<file path="config.mk">
export PLATFORM = sky130hd
export DESIGN_NAME = mod_video_timing
export DESIGN_NICKNAME = d
export VERILOG_FILES = /design/src/rtl/mod_video_timing.sv
export SDC_FILE = /design/constraint.sdc
export NUM_CORES = 1
export LEC_CHECK = 0
export CAP_MARGIN = 20
export CORE_MARGIN = 2
export CORE_UTILIZATION = 46
export DETAILED_ROUTE_END_ITERATION = 10
export HOLD_SLACK_MARGIN = 0.02
export PLACE_DENSITY = 0.75
export SLEW_MARGIN = 20
export SYNTH_ARGS = -nofsm -noshare
export SYNTH_HDL_FRONTEND = slang
export SYNTH_SLANG_ARGS = --single-unit
</file>
<file path="constraint.sdc">
create_clock -name in_pix_clk -period 2.7 [get_ports in_pix_clk]
set_clock_uncertainty 0.05 [all_clocks]
set_input_delay 0.405 -clock in_pix_clk [delete_from_list [all_inputs] [get_ports in_pix_clk]]
set_output_delay 0.405 -clock in_pix_clk [all_outputs]
set_load 0.01 [all_outputs]
</file>
<file path="src/rtl/mod_video_timing.sv">
`default_nettype none
// ============================================================================
// Module   : mod_video_timing
// Brief    : Raster timing generator: pixel position, delayed sync/DE strobes,
//            once-per-frame latch pulse and 8-bit frame counter.
// Revision : 1.0  initial release
// ============================================================================
module mod_video_timing #(
  parameter int H_ACTIVE   = 640,
  parameter int H_FP       = 16,
  parameter int H_SYNC     = 96,
  parameter int H_BP       = 48,
  parameter int V_ACTIVE   = 480,
  parameter int V_FP       = 10,
  parameter int V_SYNC     = 2,
  parameter int V_BP       = 33,
  parameter int SYNC_POL   = 0,
  parameter int PIPE_DELAY = 1
) (
  input  logic       in_pix_clk,
  input  logic       in_rst_n,
  output logic [9:0] out_pix_x,
  output logic [9:0] out_pix_y,
  output logic       out_hsync,
  output logic       out_vsync,
  output logic       out_de,
  output logic       out_latch,
  output logic [7:0] out_frame
);

  localparam int H_TOTAL = H_ACTIVE + H_FP + H_SYNC + H_BP;
  localparam int V_TOTAL = V_ACTIVE + V_FP + V_SYNC + V_BP;

  // 11-bit bounds so a 1024-wide raster's sync end still compares correctly
  localparam logic [10:0] c_H_LAST     = 11'(H_TOTAL - 1);
  localparam logic [10:0] c_V_LAST     = 11'(V_TOTAL - 1);
  localparam logic [10:0] c_H_ACT      = 11'(H_ACTIVE);
  localparam logic [10:0] c_V_ACT      = 11'(V_ACTIVE);
  localparam logic [10:0] c_HS_START   = 11'(H_ACTIVE + H_FP);
  localparam logic [10:0] c_HS_END     = 11'(H_ACTIVE + H_FP + H_SYNC);
  localparam logic [10:0] c_VS_START   = 11'(V_ACTIVE + V_FP);
  localparam logic [10:0] c_VS_END     = 11'(V_ACTIVE + V_FP + V_SYNC);
  localparam logic        c_SYNC_ON    = (SYNC_POL != 0);
  localparam logic        c_SYNC_OFF   = (SYNC_POL == 0);

  logic [9:0]            r_x;
  logic [9:0]            r_y;
  logic                  r_latch;
  logic [7:0]            r_frame;
  logic [PIPE_DELAY-1:0] r_hs_pipe;
  logic [PIPE_DELAY-1:0] r_vs_pipe;
  logic [PIPE_DELAY-1:0] r_de_pipe;

  logic [9:0]            w_x_nxt;
  logic [9:0]            w_y_nxt;
  logic                  w_x_wrap;
  logic                  w_latch_nxt;
  logic                  w_hs_lvl;
  logic                  w_vs_lvl;
  logic                  w_de;

  always_comb begin
    w_x_wrap    = ({1'b0, r_x} == c_H_LAST);
    w_x_nxt     = w_x_wrap ? 10'd0 : r_x + 10'd1;
    w_y_nxt     = r_y;
    if (w_x_wrap) begin
      w_y_nxt = ({1'b0, r_y} == c_V_LAST) ? 10'd0 : r_y + 10'd1;
    end
    w_latch_nxt = (w_x_nxt == 10'd0) && ({1'b0, w_y_nxt} == c_V_ACT);
  end

  always_comb begin
    w_hs_lvl = c_SYNC_OFF;
    w_vs_lvl = c_SYNC_OFF;
    if (({1'b0, r_x} >= c_HS_START) && ({1'b0, r_x} < c_HS_END)) begin
      w_hs_lvl = c_SYNC_ON;
    end
    if (({1'b0, r_y} >= c_VS_START) && ({1'b0, r_y} < c_VS_END)) begin
      w_vs_lvl = c_SYNC_ON;
    end
    w_de = ({1'b0, r_x} < c_H_ACT) && ({1'b0, r_y} < c_V_ACT);
  end

  // Latch and frame count are registered from next-state so they align with the counter
  always_ff @(posedge in_pix_clk or negedge in_rst_n) begin
    if (!in_rst_n) begin
      r_x     <= 10'd0;
      r_y     <= 10'd0;
      r_latch <= 1'b0;
      r_frame <= 8'd0;
    end else begin
      r_x     <= w_x_nxt;
      r_y     <= w_y_nxt;
      r_latch <= w_latch_nxt;
      if (w_latch_nxt) begin
        r_frame <= r_frame + 8'd1;
      end
    end
  end

  generate
    if (PIPE_DELAY > 1) begin : g_pipe_multi
      always_ff @(posedge in_pix_clk or negedge in_rst_n) begin
        if (!in_rst_n) begin
          r_hs_pipe <= {PIPE_DELAY{c_SYNC_OFF}};
          r_vs_pipe <= {PIPE_DELAY{c_SYNC_OFF}};
          r_de_pipe <= '0;
        end else begin
          r_hs_pipe <= {r_hs_pipe[PIPE_DELAY-2:0], w_hs_lvl};
          r_vs_pipe <= {r_vs_pipe[PIPE_DELAY-2:0], w_vs_lvl};
          r_de_pipe <= {r_de_pipe[PIPE_DELAY-2:0], w_de};
        end
      end
    end else begin : g_pipe_single
      always_ff @(posedge in_pix_clk or negedge in_rst_n) begin
        if (!in_rst_n) begin
          r_hs_pipe <= c_SYNC_OFF;
          r_vs_pipe <= c_SYNC_OFF;
          r_de_pipe <= 1'b0;
        end else begin
          r_hs_pipe <= w_hs_lvl;
          r_vs_pipe <= w_vs_lvl;
          r_de_pipe <= w_de;
        end
      end
    end
  endgenerate

  assign out_pix_x = r_x;
  assign out_pix_y = r_y;
  assign out_hsync = r_hs_pipe[PIPE_DELAY-1];
  assign out_vsync = r_vs_pipe[PIPE_DELAY-1];
  assign out_de    = r_de_pipe[PIPE_DELAY-1];
  assign out_latch = r_latch;
  assign out_frame = r_frame;

endmodule
`default_nettype wire

</file>
==> results.toml <==
[status]
outcome = "finished clean"

[finish]
regArea_um2 = 807
final_nets = 245
fin_util_pct = 67.4
syn2layout_area_growth_pct = 40.3
drive_gt1_share_pct = 25.2
multiInputGateArea_um2 = 955
n_fill_cell = 289
antenna_cells = 0

[synthesis]
ys_types = 44
netlist_area_mm2 = 0.00176
synthTopCellsByArea = "dfrtp_1, xnor2_1, ha_1"
syn-num-nets = 184
synth_enable_flop_cells = 0
syn_area_per_cell_um2 = 10.0
netlist_instances = 176
synth_top_area_cell = "dfrtp_1"
ys.flop_type = "dfrtp_1"
synth_top_area_share_pct = 42.7
ys_ff_latch = 32
seq_area_frac_synth_pct = 45.7
ys_warn_count = 0
async_flop_share_pct = 100

[placed_design]
dp_hpwl_um = 3290
place.port_buffers = 33
place_congestion = 0.914
pre_cts_slack_ns = -0.0248

[pwr]
p_sw_mw = 0.173
power_frac_comb_pct = 1.3
p_int_mw = 0.665
netSwitchingFraction_pct = 20.7
clkPwrFrac_pct = 41.4
pwr-share-seq_pct = 57.2
p_leak_nw = 1.07
peakVddDrop_uv = 237
power_density_mw_per_mm2 = 340

[global_route]
met1_usage_pct = 30.1
grt_pass1_wl_um = 7470
grt_pass1_vias = 1576
grtUsageMet3_pct = 5.62
grt_util_met2_pct = 36.5
grt_max_degree = 33
grt_use_total_pct = 23.0
grt_antenna_before_repair = 0
busiest_layer = "met2"
globalRouteOverflowTotal = 0

[die]
die_w_um = 65.8
core_region_area_mm2 = 0.00366
die_y_um = 65.8
ios = 34
die_area_mm2 = 0.00433
rows = 22
start_util_pct = 48.1

[timing]
drv_slew = 0
hold_violations = 0
finalWorstSetupSlack_ns = 0.00729
tightest_slew_ns = 0.463
slew_headroom_pct = 68.9
period_needed_ns = 2.69
setup_viol = 0
rsz0062_at_grt = "yes"
fin_crit_sh_pct = 99.7
fmax_mhz = 371

[routing]
drc = 0
vias_per_cell = 5.61
wire_per_inst_um = 16.1
vias = 1604
drt_iter0_markers = 82
ant_nets = 0
drtPass1Iterations = 4
totalWireLength_um = 4610

[clocking]
insertion_delay_ns = 0.28
htreeDepth = 2
cts_tree = "yes"
cts.sinks = 32
clk_path_buf_depth = 2
clk_pin_slew_worst_paths_ns = 0.07
cts_hold_buffers = 0
clockRootBuffer = "clkbuf_8"
cts_inserted_buffers = 5

[flow_run]
drv_cap = 0

[worst_hold_path]
hold_path_end = "out_frame[7]"
hold_path.class = "reg -> reg"
hold_depth = 1
hold_start = "out_frame[7]"

[setup_path]
cp-start-kind = "flop"
arrival_ns = 2.81
critPathMaxFanout = 7
crit_path_end_kind = "flop"
reg2reg_from = "out_pix_x[6]"
cp_data_required_time_ns = 2.81
cpPeakStageDelay_ns = 0.48
critPathKind = "reg -> reg"
critPathSlowestCell = "or4_4"
crit_chain = "or3_4, or4_4, nor3_4, xnor2_2, nor4_2, and4bb_4, mux2_4"
ff2ff_setup_slack_ns = 0.007
worst_r2r_endpoint = "out_frame[1]"
worst_r2r_path_depth = 7
area by class of cell:
| type | count | share of cell area (%) |
|---|---|---|
| Inverter | 11 | 1.67 |
| Clock buffer | 8 | 3.24 |
| Tap cell | 48 | 2.43 |
| Multi-Input combinational cell | 128 | 38.7 |
| Timing Repair Buffer | 59 | 21.3 |
| Sequential cell | 32 | 32.7 |
synth_stat cells (all sizes together) (3+ instances only):
| master | count |
|---|---|
| inv | 11 |
| or4 | 3 |
| dfrtp | 30 |
| xor2 | 6 |
| or3 | 7 |
| nand3 | 13 |
| xnor2 | 10 |
| o21ai | 6 |
| ha | 6 |
| nor3 | 5 |
| clkbuf | 4 |
| a21oi | 5 |
| nor2 | 14 |
| nand2 | 15 |
| nand4 | 9 |
| nor4 | 4 |
worst max-delay path: cells and delay by family, from the launching register on:
family	cells	cell delay, ns
simple gates	5	1.69
flops	1	0.40
mux	1	0.30
xor+xnor	1	0.14
what timing repair did:
| action | CTS | global route |
|---|---|---|
| setup endpoints to repair | 1 | 7 |
| resized for setup | 1 | 2 |
| setup buffers | 2 | 3 |
| pin swaps | 1 | 3 |
how the worst max path moves through the flow:
stage,startpoint,end,cells past startpoint
3_3_place_gp,out_pix_x[6],out_frame[1],7
4_1_cts,out_pix_y[1],out_frame[2],9
3_5_place_dp,out_pix_x[1],out_frame[1],8
5_1_grt,out_pix_x[6],out_frame[1],7
2_1_floorplan,out_pix_x[1],out_frame[1],8
6_report,out_pix_x[6],out_frame[1],7
cell families after synthesis:
kind of cell | after synthesis | synth area share, %
compound gates | 26 | 10.6
simple gates | 79 | 26.8
mux | 1 | 0.853
xor+xnor | 16 | 7.97
buf+inv | 16 | 3.84
flops | 32 | 45.7
fa+ha+maj | 6 | 4.27
power groups by stage:
stage / Clock (mW) / Combinational [mW] / Sequential (mW)
2_1_floorplan: 0 / 0.000000373 / 0.488
3_5_place_dp: 0 / 0.0121 / 0.488
4_1_cts: 0.360 / 0.0121 / 0.480
6_report: 0.347 / 0.0113 / 0.480
3_3_place_gp: 0 / 0.0119 / 0.488
5_1_grt: 0.382 / 0.0135 / 0.479
per-stage QoR:
step | power (mW) | setup TNS (ns) | area [um^2] | std cells | hold slack (ns)
after CTS | 0.851 | 0 | 2430 | 283 | 0.431
final | 0.838 | 0 | 2470 | 286 | 0.429
after floorplan | 0.488 | 0 | 1810 | 176 | 0.0594
after detailed placement | 0.500 | -0.0248 | 2330 | 273 | 0.417
after global routing | 0.874 | -0.211 | 2470 | 286 | 0.446
after global placement | 0.500 | 0 | 2330 | 273 | 0.411
placed cells by master, fill, tap and decap left out, types with 3 or more instances in the layout:
master and count:
ha_1 5, or4_4 3, buf_4 26, nand4_1 9, nor2_1 14, inv_1 11, nand3_1 13, dfrtp_2 3
dfrtp_1 27, a21oi_1 5, clkdlybuf4s50_1 33, xor2_1 6, or3_4 3, o21ai_0 4, nand2_1 15, clkbuf_8 5
or3_1 3, clkbuf_1 3, xnor2_1 9
flip-flops by register name, summed over array words and instances (netlist names):
name,count
out_pix_x,10
out_hsync,1
out_pix_y,10
out_de,1
out_vsync,1
out_frame,8
out_latch,1
layer usage:
layer	vias to the layer above	share of wire (%)
li1	762	-
met1	771	44
met2	61	49
met3	10	5.4
met4	0	1.5
met5	-	0
No activity file was read; power rests on OpenSTA's default activity.
